[src/rtl/posit_decode_pipe.sv]
// posit_decode_pipe: two-stage streaming posit decoder with valid/ready flow control.
// Stage 1 registers the sign, the zero/NaR flags, the magnitude body and the regime run
// length. Stage 2 turns those into k, exponent, scale and a hidden-bit-normalised
// significand, and holds the result until it is taken downstream.
// Optional build macro POSIT_DECODE_STATS_EN adds saturating delivery counters
// (cnt_zero, cnt_nar, cnt_total) of width CW.
module posit_decode_pipe #(
    parameter int N  = 16,
    parameter int ES = 1,
    parameter int S  = $clog2(N),
    parameter int CW = 16
) (
    input  logic                          clk,
    input  logic                          rst,
    input  logic                          in_valid,
    output logic                          in_ready,
    input  logic [N-1:0]                  in_bits,
    output logic                          out_valid,
    input  logic                          out_ready,
    output logic                          out_sign,
    output logic                          out_is_zero,
    output logic                          out_is_nar,
    output logic signed [S:0]             out_k,
    output logic [((ES > 0) ? ES : 1)-1:0] out_exp,
    output logic signed [S+ES+1:0]        out_scale,
    output logic [N-1:0]                  out_frac
`ifdef POSIT_DECODE_STATS_EN
    ,
    output logic [CW-1:0]                 cnt_zero,
    output logic [CW-1:0]                 cnt_nar,
    output logic [CW-1:0]                 cnt_total
`endif
);

    localparam int EW  = (ES > 0) ? ES : 1;
    localparam int SCW = S + ES + 2;
    localparam logic [S:0] LMAX = (S+1)'(N - 1);

    if (N < 5) begin : g_bad_n
        $error("posit_decode_pipe: N must be at least 5");
    end
    if (ES < 0 || ES > 4) begin : g_bad_es
        $error("posit_decode_pipe: ES must be in 0..4");
    end
    if (CW < 1) begin : g_bad_cw
        $error("posit_decode_pipe: CW must be positive");
    end

    // ---------------------------------------------------------------- stage 1
    logic               r_s1_valid;
    logic               r_s1_sign;
    logic               r_s1_zero;
    logic               r_s1_nar;
    logic               r_s1_r;
    logic [N-2:0]       r_s1_body;
    logic [S-1:0]       r_s1_m;

    // ---------------------------------------------------------------- stage 2
    logic               r_s2_valid;
    logic               r_out_sign;
    logic               r_out_zero;
    logic               r_out_nar;
    logic signed [S:0]  r_out_k;
    logic [EW-1:0]      r_out_exp;
    logic signed [SCW-1:0] r_out_scale;
    logic [N-1:0]       r_out_frac;

    logic               w_ready1;
    logic               w_ready2;
    logic               w_sign;
    logic               w_zero;
    logic               w_nar;
    logic [N-2:0]       w_body;
    logic               w_r;
    logic [S-1:0]       w_m;
    logic               w_run;

    logic [S:0]         w_m_ext;
    logic [S:0]         w_mp1;
    logic [S:0]         w_reg_len;
    logic signed [S:0]  w_k;
    logic [N-2:0]       w_rest;
    logic [N-2:0]       w_frac_bits;
    logic [EW-1:0]      w_exp;
    logic signed [SCW-1:0] w_k_ext;
    logic signed [SCW-1:0] w_scale;
    logic               w_special;

    // Pipeline flow control: a stage may load when empty or when its successor drains it.
    assign w_ready2 = !r_s2_valid || out_ready;
    assign w_ready1 = !r_s1_valid || w_ready2;
    assign in_ready = w_ready1;

    // Input classification and magnitude. Only the N-1 bits below the sign are kept;
    // the low bits of a two's complement equal the two's complement of the low bits.
    assign w_sign = in_bits[N-1];
    assign w_zero = (in_bits == '0);
    assign w_nar  = (in_bits == {1'b1, {(N-1){1'b0}}});
    assign w_body = w_sign ? (~in_bits[N-2:0] + (N-1)'(1)) : in_bits[N-2:0];
    assign w_r    = w_body[N-2];

    // Regime run length: count leading copies of the regime bit, stop at the first change.
    always_comb begin
        w_m   = '0;
        w_run = 1'b1;
        for (int i = N - 2; i >= 0; i--) begin
            if (w_run && (w_body[i] == w_r)) begin
                w_m = w_m + S'(1);
            end else begin
                w_run = 1'b0;
            end
        end
    end

    // Stage-1 register: capture the classified word whenever the stage is allowed to load.
    always_ff @(posedge clk) begin
        if (rst) begin
            r_s1_valid <= 1'b0;
            r_s1_sign  <= 1'b0;
            r_s1_zero  <= 1'b0;
            r_s1_nar   <= 1'b0;
            r_s1_r     <= 1'b0;
            r_s1_body  <= '0;
            r_s1_m     <= '0;
        end else if (w_ready1) begin
            r_s1_valid <= in_valid;
            if (in_valid) begin
                r_s1_sign <= w_sign;
                r_s1_zero <= w_zero;
                r_s1_nar  <= w_nar;
                r_s1_r    <= w_r;
                r_s1_body <= w_body;
                r_s1_m    <= w_m;
            end
        end
    end

    // Regime value and length; the regime never consumes more than the N-1 body bits.
    always_comb begin
        w_m_ext   = {1'b0, r_s1_m};
        w_mp1     = w_m_ext + (S+1)'(1);
        w_reg_len = (w_mp1 > LMAX) ? LMAX : w_mp1;
        w_k       = r_s1_r ? $signed(w_m_ext - (S+1)'(1)) : -$signed(w_m_ext);
    end

    // Shifting the regime out leaves exponent then fraction at the top; bits pushed past
    // the end of the word come back as zeros, which is exactly the truncation rule.
    assign w_rest      = r_s1_body << w_reg_len;
    assign w_frac_bits = w_rest << ES;

    if (ES > 0) begin : g_exp
        assign w_exp = w_rest[N-2 -: EW];
    end else begin : g_noexp
        assign w_exp = '0;
    end

    // Combined scale k*2^ES + exp, computed in a width that cannot overflow.
    always_comb begin
        w_k_ext = SCW'(w_k);
        w_scale = (w_k_ext <<< ES) + $signed(SCW'(w_exp));
    end

    assign w_special = r_s1_zero || r_s1_nar;

    // Stage-2 register: the output holding register, frozen while downstream stalls.
    always_ff @(posedge clk) begin
        if (rst) begin
            r_s2_valid  <= 1'b0;
            r_out_sign  <= 1'b0;
            r_out_zero  <= 1'b0;
            r_out_nar   <= 1'b0;
            r_out_k     <= '0;
            r_out_exp   <= '0;
            r_out_scale <= '0;
            r_out_frac  <= '0;
        end else if (w_ready2) begin
            r_s2_valid <= r_s1_valid;
            if (r_s1_valid) begin
                r_out_sign <= r_s1_sign;
                r_out_zero <= r_s1_zero;
                r_out_nar  <= r_s1_nar;
                if (w_special) begin
                    r_out_k     <= '0;
                    r_out_exp   <= '0;
                    r_out_scale <= '0;
                    r_out_frac  <= '0;
                end else begin
                    r_out_k     <= w_k;
                    r_out_exp   <= w_exp;
                    r_out_scale <= w_scale;
                    r_out_frac  <= {1'b1, w_frac_bits};
                end
            end
        end
    end

    assign out_valid   = r_s2_valid;
    assign out_sign    = r_out_sign;
    assign out_is_zero = r_out_zero;
    assign out_is_nar  = r_out_nar;
    assign out_k       = r_out_k;
    assign out_exp     = r_out_exp;
    assign out_scale   = r_out_scale;
    assign out_frac    = r_out_frac;

`ifdef POSIT_DECODE_STATS_EN
    logic [CW-1:0] r_cnt_zero;
    logic [CW-1:0] r_cnt_nar;
    logic [CW-1:0] r_cnt_total;
    logic          w_deliver;

    assign w_deliver = r_s2_valid && out_ready;

    // Saturating counters of delivered results, by class.
    always_ff @(posedge clk) begin
        if (rst) begin
            r_cnt_zero  <= '0;
            r_cnt_nar   <= '0;
            r_cnt_total <= '0;
        end else if (w_deliver) begin
            if (r_cnt_total != '1) begin
                r_cnt_total <= r_cnt_total + CW'(1);
            end
            if (r_out_zero && (r_cnt_zero != '1)) begin
                r_cnt_zero <= r_cnt_zero + CW'(1);
            end
            if (r_out_nar && (r_cnt_nar != '1)) begin
                r_cnt_nar <= r_cnt_nar + CW'(1);
            end
        end
    end

    assign cnt_zero  = r_cnt_zero;
    assign cnt_nar   = r_cnt_nar;
    assign cnt_total = r_cnt_total;
`endif

endmodule
[config.mk]
export PLATFORM = sky130hd
export DESIGN_NAME = posit_decode_pipe
export DESIGN_NICKNAME = d
export VERILOG_FILES = /design/src/rtl/posit_decode_pipe.sv
export SDC_FILE = /design/constraint.sdc
export NUM_CORES = 1
export LEC_CHECK = 0
export CORE_MARGIN = 2
export CORE_UTILIZATION = 40
export CTS_BUF_LIST = sky130_fd_sc_hd__clkbuf_16
export DETAILED_ROUTE_END_ITERATION = 7
export GPL_TIMING_DRIVEN = 0
export MAX_ROUTING_LAYER = met4
export SLEW_MARGIN = 20
export SYNTH_ARGS = -nofsm -noshare
export SYNTH_HDL_FRONTEND = slang
export SYNTH_SLANG_ARGS = --single-unit
[constraint.sdc]
create_clock -name clk -period 10.03 [get_ports clk]
set_input_delay 2.006 -clock clk [delete_from_list [all_inputs] [get_ports clk]]
set_output_delay 2.006 -clock clk [all_outputs]
set_load 0.01 [all_outputs]
== Word-level counts from Yosys, hierarchy flattened ==
Cells that the tools add are included.
Storage, ports and cells
  bits in registers: 57
  input port bits: 20
Cells by class
  add/subtract/negate cells: 18
  magnitude comparators: 1
  equality and inequality tests: 15
  shift operators: 1
  muxes and demuxes: 34
  bitwise gates (word level): 1
  reduce and logical (&&, ||, !) cells: 21
Operators with widths (number)
  4-bit by 1-bit adder with 4-bit output (second input constant): 13
  4-bit two-way mux: 13
  16-bit equality test (second input constant): 1
  16-bit logical NOT: 1
  16-bit two-way mux: 1
  15-bit by 1-bit adder with 15-bit output (second input constant): 1
  15-bit two-way mux: 1
  5-bit two-way mux: 3
  15-bit NOT: 1
  15-bit by 5-bit left shift with 15-bit output: 1
  1-bit equality test: 14
  1-bit two-way mux: 14
  1-bit logical AND: 13
  6-bit by 2-bit adder with 7-bit output: 1
  7-bit two-way mux: 1
  4-bit by 1-bit adder with 5-bit output (second input constant): 1
  5-bit by 4-bit > comparator with 1-bit output (second input constant): 1
  4-bit negator with 5-bit output: 1
  4-bit by 1-bit subtractor with 5-bit output (second input constant): 1
  2-bit AND reduction: 2
  1-bit logical OR: 3
  1-bit logical NOT: 2
  2-bit two-way mux: 1

== Depth between registers and ports, before layout ==
  depth after elaboration: 31
  mapped depth: 33
  gate-level depth less buffers: 33

== Worst setup path after synthesis ==
OpenSTA, ideal clock, no wires.
  kind: input -> register
  start: input in_bits[3]
  end: register r_s1_m[1]
  arrival time: 8.069 ns
  data required time: 9.886 ns
  path slack: 1.817 ns
  stages on the path: 29
  path buffers: 2
  cell sequence: clkbuf_1 -> or4_1 -> buf_2 -> or4b_4 -> a221oi_4 -> nand2_1 -> o2bb2ai_1 -> inv_1 -> ha_1 -> o31a_1 -> ha_1 -> a21o_1 -> ha_1 -> mux2i_1 -> o21bai_1 -> ha_1 -> nor2_1 -> nor3_1 -> mux2i_1 -> inv_1 -> ha_1 -> mux2i_1 -> a31oi_1 -> ha_1 -> nor2_1 -> a31oi_1 -> ha_1 -> a2111oi_0 -> a2111oi_2
Between the ends
  longest elaborated chain between the ends: 31
  elaborated cells on any way between the ends: 70
RTL lines
  start, declared: line 17  | input logic [N-1:0] in_bits,
  15-bit NOT: line 99  | assign w_body = w_sign ? (~in_bits[N-2:0] + (N-1)'(1)) : in_bits[N-2:0];
  15-bit by 1-bit adder with 15-bit output: line 99
  15-bit two-way mux *: line 99
  1-bit equality test: line 107  | if (w_run && (w_body[i] == w_r)) begin
  2-bit two-way mux / 1-bit two-way mux (equally long branches): line 107
  4-bit by 1-bit adder with 4-bit output / 1-bit logical AND (equally long branches): line 108, 107
  4-bit two-way mux / 1-bit two-way mux (equally long branches): line 107
  4-bit by 1-bit adder with 4-bit output / 1-bit logical AND (equally long branches): line 108, 107
  (+15 left out)
  4-bit by 1-bit adder with 4-bit output / 1-bit logical AND (equally long branches): line 108, 107
  4-bit two-way mux / 1-bit two-way mux (equally long branches): line 107
  4-bit by 1-bit adder with 4-bit output / 1-bit logical AND (equally long branches): line 108, 107
  4-bit two-way mux / 1-bit two-way mux (equally long branches): line 107
  4-bit by 1-bit adder with 4-bit output / 1-bit logical AND (equally long branches): line 108, 107
  4-bit two-way mux / 1-bit two-way mux (equally long branches): line 107
  4-bit by 1-bit adder with 4-bit output / 1-bit logical AND (equally long branches): line 108, 107
  4-bit two-way mux *: line 107
  end signal, assigned: line 133  | r_s1_m <= w_m;
  end, declared: line 56  | logic [S-1:0] r_s1_m;
Every way passes the cells marked *; elsewhere a longest branch is shown, timed or not.
A chain may end at the register's enable or synchronous reset.

== Worst setup path after layout ==
  start: input in_bits[0]
  end: register r_s1_m[1]
Same word-level chain as after synthesis.

==> impl_metrics.yaml <==
power:
  seqPwrFrac_pct: 36.2
  power_switching_mw: 0.1968
  p_leak_nw: 1.818
  p_clk_share_pct: 27.8
  p_comb_share_pct: 36.1
  ir_worst_vdd_v: 0.00005907
  swShare_pct: 33.90
  powerDensity_nw_per_um2: 123.0
  power_mw: 0.5806
  internal-power_mw: 0.3838
layout:
  syn_to_final_growth_pct: 20.70
  nets: 596
  multiInputGateArea_um2: 2724
  final_core_util_pct: 48.96
  regArea_um2: 960.9
  fin_area_um2: 4720
  drive_gt1_share_pct: 6.537
  n_fill_cell: 976
  num_antenna_cells: 0
route:
  avgViaCountPerCell: 5.568
  vias: 3892
  wl_um: 10720
  drt-initial-drc-count: 138
  postRouteAntennaNets: 0
  wl_per_cell_um: 15.33
  drcViolationCount: 0
  dr.pass1.iters: 5
synthesis:
  yosys_register_bits: 48
  synthCells: 508
  syn_nets: 539
  synth_flop_cell: "dfxtp_1"
  synth_edf_count: 0
  yosysUniqueCellTypes: 69
  async_reset_ff_share_pct: 0
  avgSynthCellArea_um2: 7.697
  ys_warn_count: 0
  yosysSeqAreaShare_pct: 24.58
  synth_area_um2: 3910
sta:
  drv_slew: 0
  timing.slew.headroom_pct: 37.96
  skew_ps: 4.956
  timing.hold.ws_ps: 457.2
  max_freq_mhz: 106.2
  setup_tns_ps: 0
  rsz0062_at_grt: "false"
  period_minus_slack_ps: 9416
  hold_viol: 0
  fin_crit_sh_pct: 93.87
  finalSetupViolCount: 0
  worst_pin_slew_ps: 923.5
setup_path:
  startpoint_type: "input port"
  crit_arrival_ps: 9570
  rr_worst_depth: 11
  cp_slowest_stage_delay_ps: 630
  cpMaxStageDelayCell: "xor2_1"
  critPathKind: "input port to flip-flop"
  r2r-start: "r_s1_m[0]"
  path_max_fanout: 7
  cp-end-kind: "flip-flop"
  worstReg2RegEnd: "out_scale[0]"
  critPathMostFrequentCell: "ha_1"
  ff2ff_setup_slack_ps: 6800
  cp.required_ps: 10180
clock_tree:
  cts_buffer_depth: 2
  post_cts_buffers: 0
  cts_resized: 0
  cts_tree: "built"
  cts_buffers: 5
  cts_hold_buf: 0
  clkTransAtPathRegs_ps: 60
  cts_root_buf: "clkbuf_16"
  clk_latency_ps: 290
  htreeDepth: 2
  cts_sinks: 48
grt:
  gr-total-overflow: 0
  globalRouteTotalUtil_pct: 21.61
  grt_first_pass_wirelength_um: 17680
  grt_antenna_before_repair: 0
  first_global_vias: 3718
  grt_max_degree: 16
floorplan:
  core-area_um2: 9639
  ios: 54
  die_h_um: 102.9
  initial_core_util_pct: 40.56
  fp-row-count: 36
  die-width_um: 102.9
  die_area_um2: 10580
hold_path:
  worstHoldPathCells: 2
  min_path_type: "flip-flop to flip-flop"
  hold_path_startpoint: "r_s1_sign"
  hold-path-endpoint: "r_s1_sign"
run_status:
  status: "finished clean"
placed_design:
  dpl_cell_area_um2: 4577
  io_buffers: 50
  hpwl_um: 8610
  globalplace.congestion: 0.9222
job:
  maxCapViolations: 0
state kept, by name, summed over array words and instances (netlist names):
register     cells
out_is_zero      1
r_s1_nar         1
out_sign         1
out_k            4
r_s1_sign        1
out_frac        15
r_s1_r           1
r_s1_valid       1
r_s1_zero        1
out_is_nar       1
r_s1_body       14
r_s1_m           4
out_valid        1
out_scale        2
layout by cell type (no fill, tap or decap), types with 12 or more instances in the layout:
cell,Yosys,layout
xnor2_1,13,13
dfxtp_1,48,48
a21oi_1,30,30
xor2_1,12,12
clkbuf_1,23,23
inv_1,12,12
nand2_1,42,42
mux2i_1,29,29
clkdlybuf4s50_1,0,50
nor2_1,71,71
a22oi_1,13,13
nand3_1,13,13
o21ai_0,15,15
a211oi_1,15,15
how the worst max path moves through the flow:
stage / start / to / slack [ps] / depth (start not counted)
finish: in_bits[0] / r_s1_m[1] / 610 / 31
global route: in_bits[0] / r_s1_m[1] / 40 / 31
CTS: in_bits[0] / r_s1_m[1] / 590 / 31
detailed placement: in_bits[0] / r_s1_m[1] / 320 / 31
global placement: in_bits[0] / r_s1_m[1] / 530 / 31
floorplan: in_bits[3] / r_s1_m[1] / 1820 / 29
layer usage:
metal  up-vias  share of wire (%)  GRT usage (%)
li1       1967                  -              -
met1      1847                 45          25.49
met2        63                 51          38.76
met3        15                2.2          2.034
met4         0                1.7          6.781
met5         -                  0              -
per-stage QoR:
stage,cells,worst slack (ps)
after floorplan,508,1817
after global placement,691,527.2
after detailed placement,691,324.3
after global routing,699,37.68
after CTS,699,591.1
final,699,614.4
power by group through the flow:
stage	clock network [mW]	logic [mW]	registers (mW)
6_report	0.161	0.209	0.210
5_1_grt	0.173	0.233	0.211
4_1_cts	0.164	0.209	0.210
3_5_place_dp	0	0.208	0.214
3_3_place_gp	0	0.204	0.214
2_1_floorplan	0	0.143	0.215
logic make-up after synthesis:
group | after synthesis | synth area share [%]
adders and majority gates | 11 | 3.520
xor gates and xnor gates | 26 | 6.176
AOI/OAI and AO/OA | 130 | 23.46
buffers and inverters | 49 | 5.760
other | 1 | 0.09591
muxes | 35 | 9.440
and+or+nand+nor | 208 | 26.98
DFF | 48 | 24.58
area by class of cell:
type	count	area share, %
clock buffers	5	2.651
repair buffers	50	10.60
well taps	133	3.526
clock inverters	3	0.3712
inverters	12	0.9544
plain buffers	37	3.818
multi-input cells	411	57.71
flip-flops and latches	48	20.36
critical path: cells and delay by family:
kind / cells / cell delay [ps]
buf+inv: 4 / 840
fa+ha+maj: 8 / 2420
mux: 3 / 520
simple gates: 4 / 750
compound gates: 11 / 2380
xor+xnor: 1 / 630
cell usage after synthesis (4+ instances only):
cell	n	area share, %
nand4_1	7	1.1
and2_1	6	0.96
ha_1	11	3.5
buf_4	8	1.5
nor4_1	7	1.1
mux2_2	5	1.4
o31ai_1	4	0.77
nand2_1	42	4.0
nor3_1	8	1.0
a211oi_1	15	2.9
or3_1	8	1.3
clkbuf_1	23	2.2
nor2b_1	9	1.4
o211ai_1	6	1.2
nand3_1	13	1.7
nand2b_1	8	1.3
xnor2_1	13	2.9
dfxtp_1	48	25
a22oi_1	13	2.5
mux2i_1	29	7.4
o21ai_0	15	1.9
a221oi_1	4	0.90
xor2_1	12	2.7
a31oi_1	5	0.80
inv_1	12	1.2
nor2_1	71	6.8
or4_1	4	0.77
a21oi_1	30	3.8
o21a_1	4	0.77
Note: power is estimated with default switching activity, not from simulation.
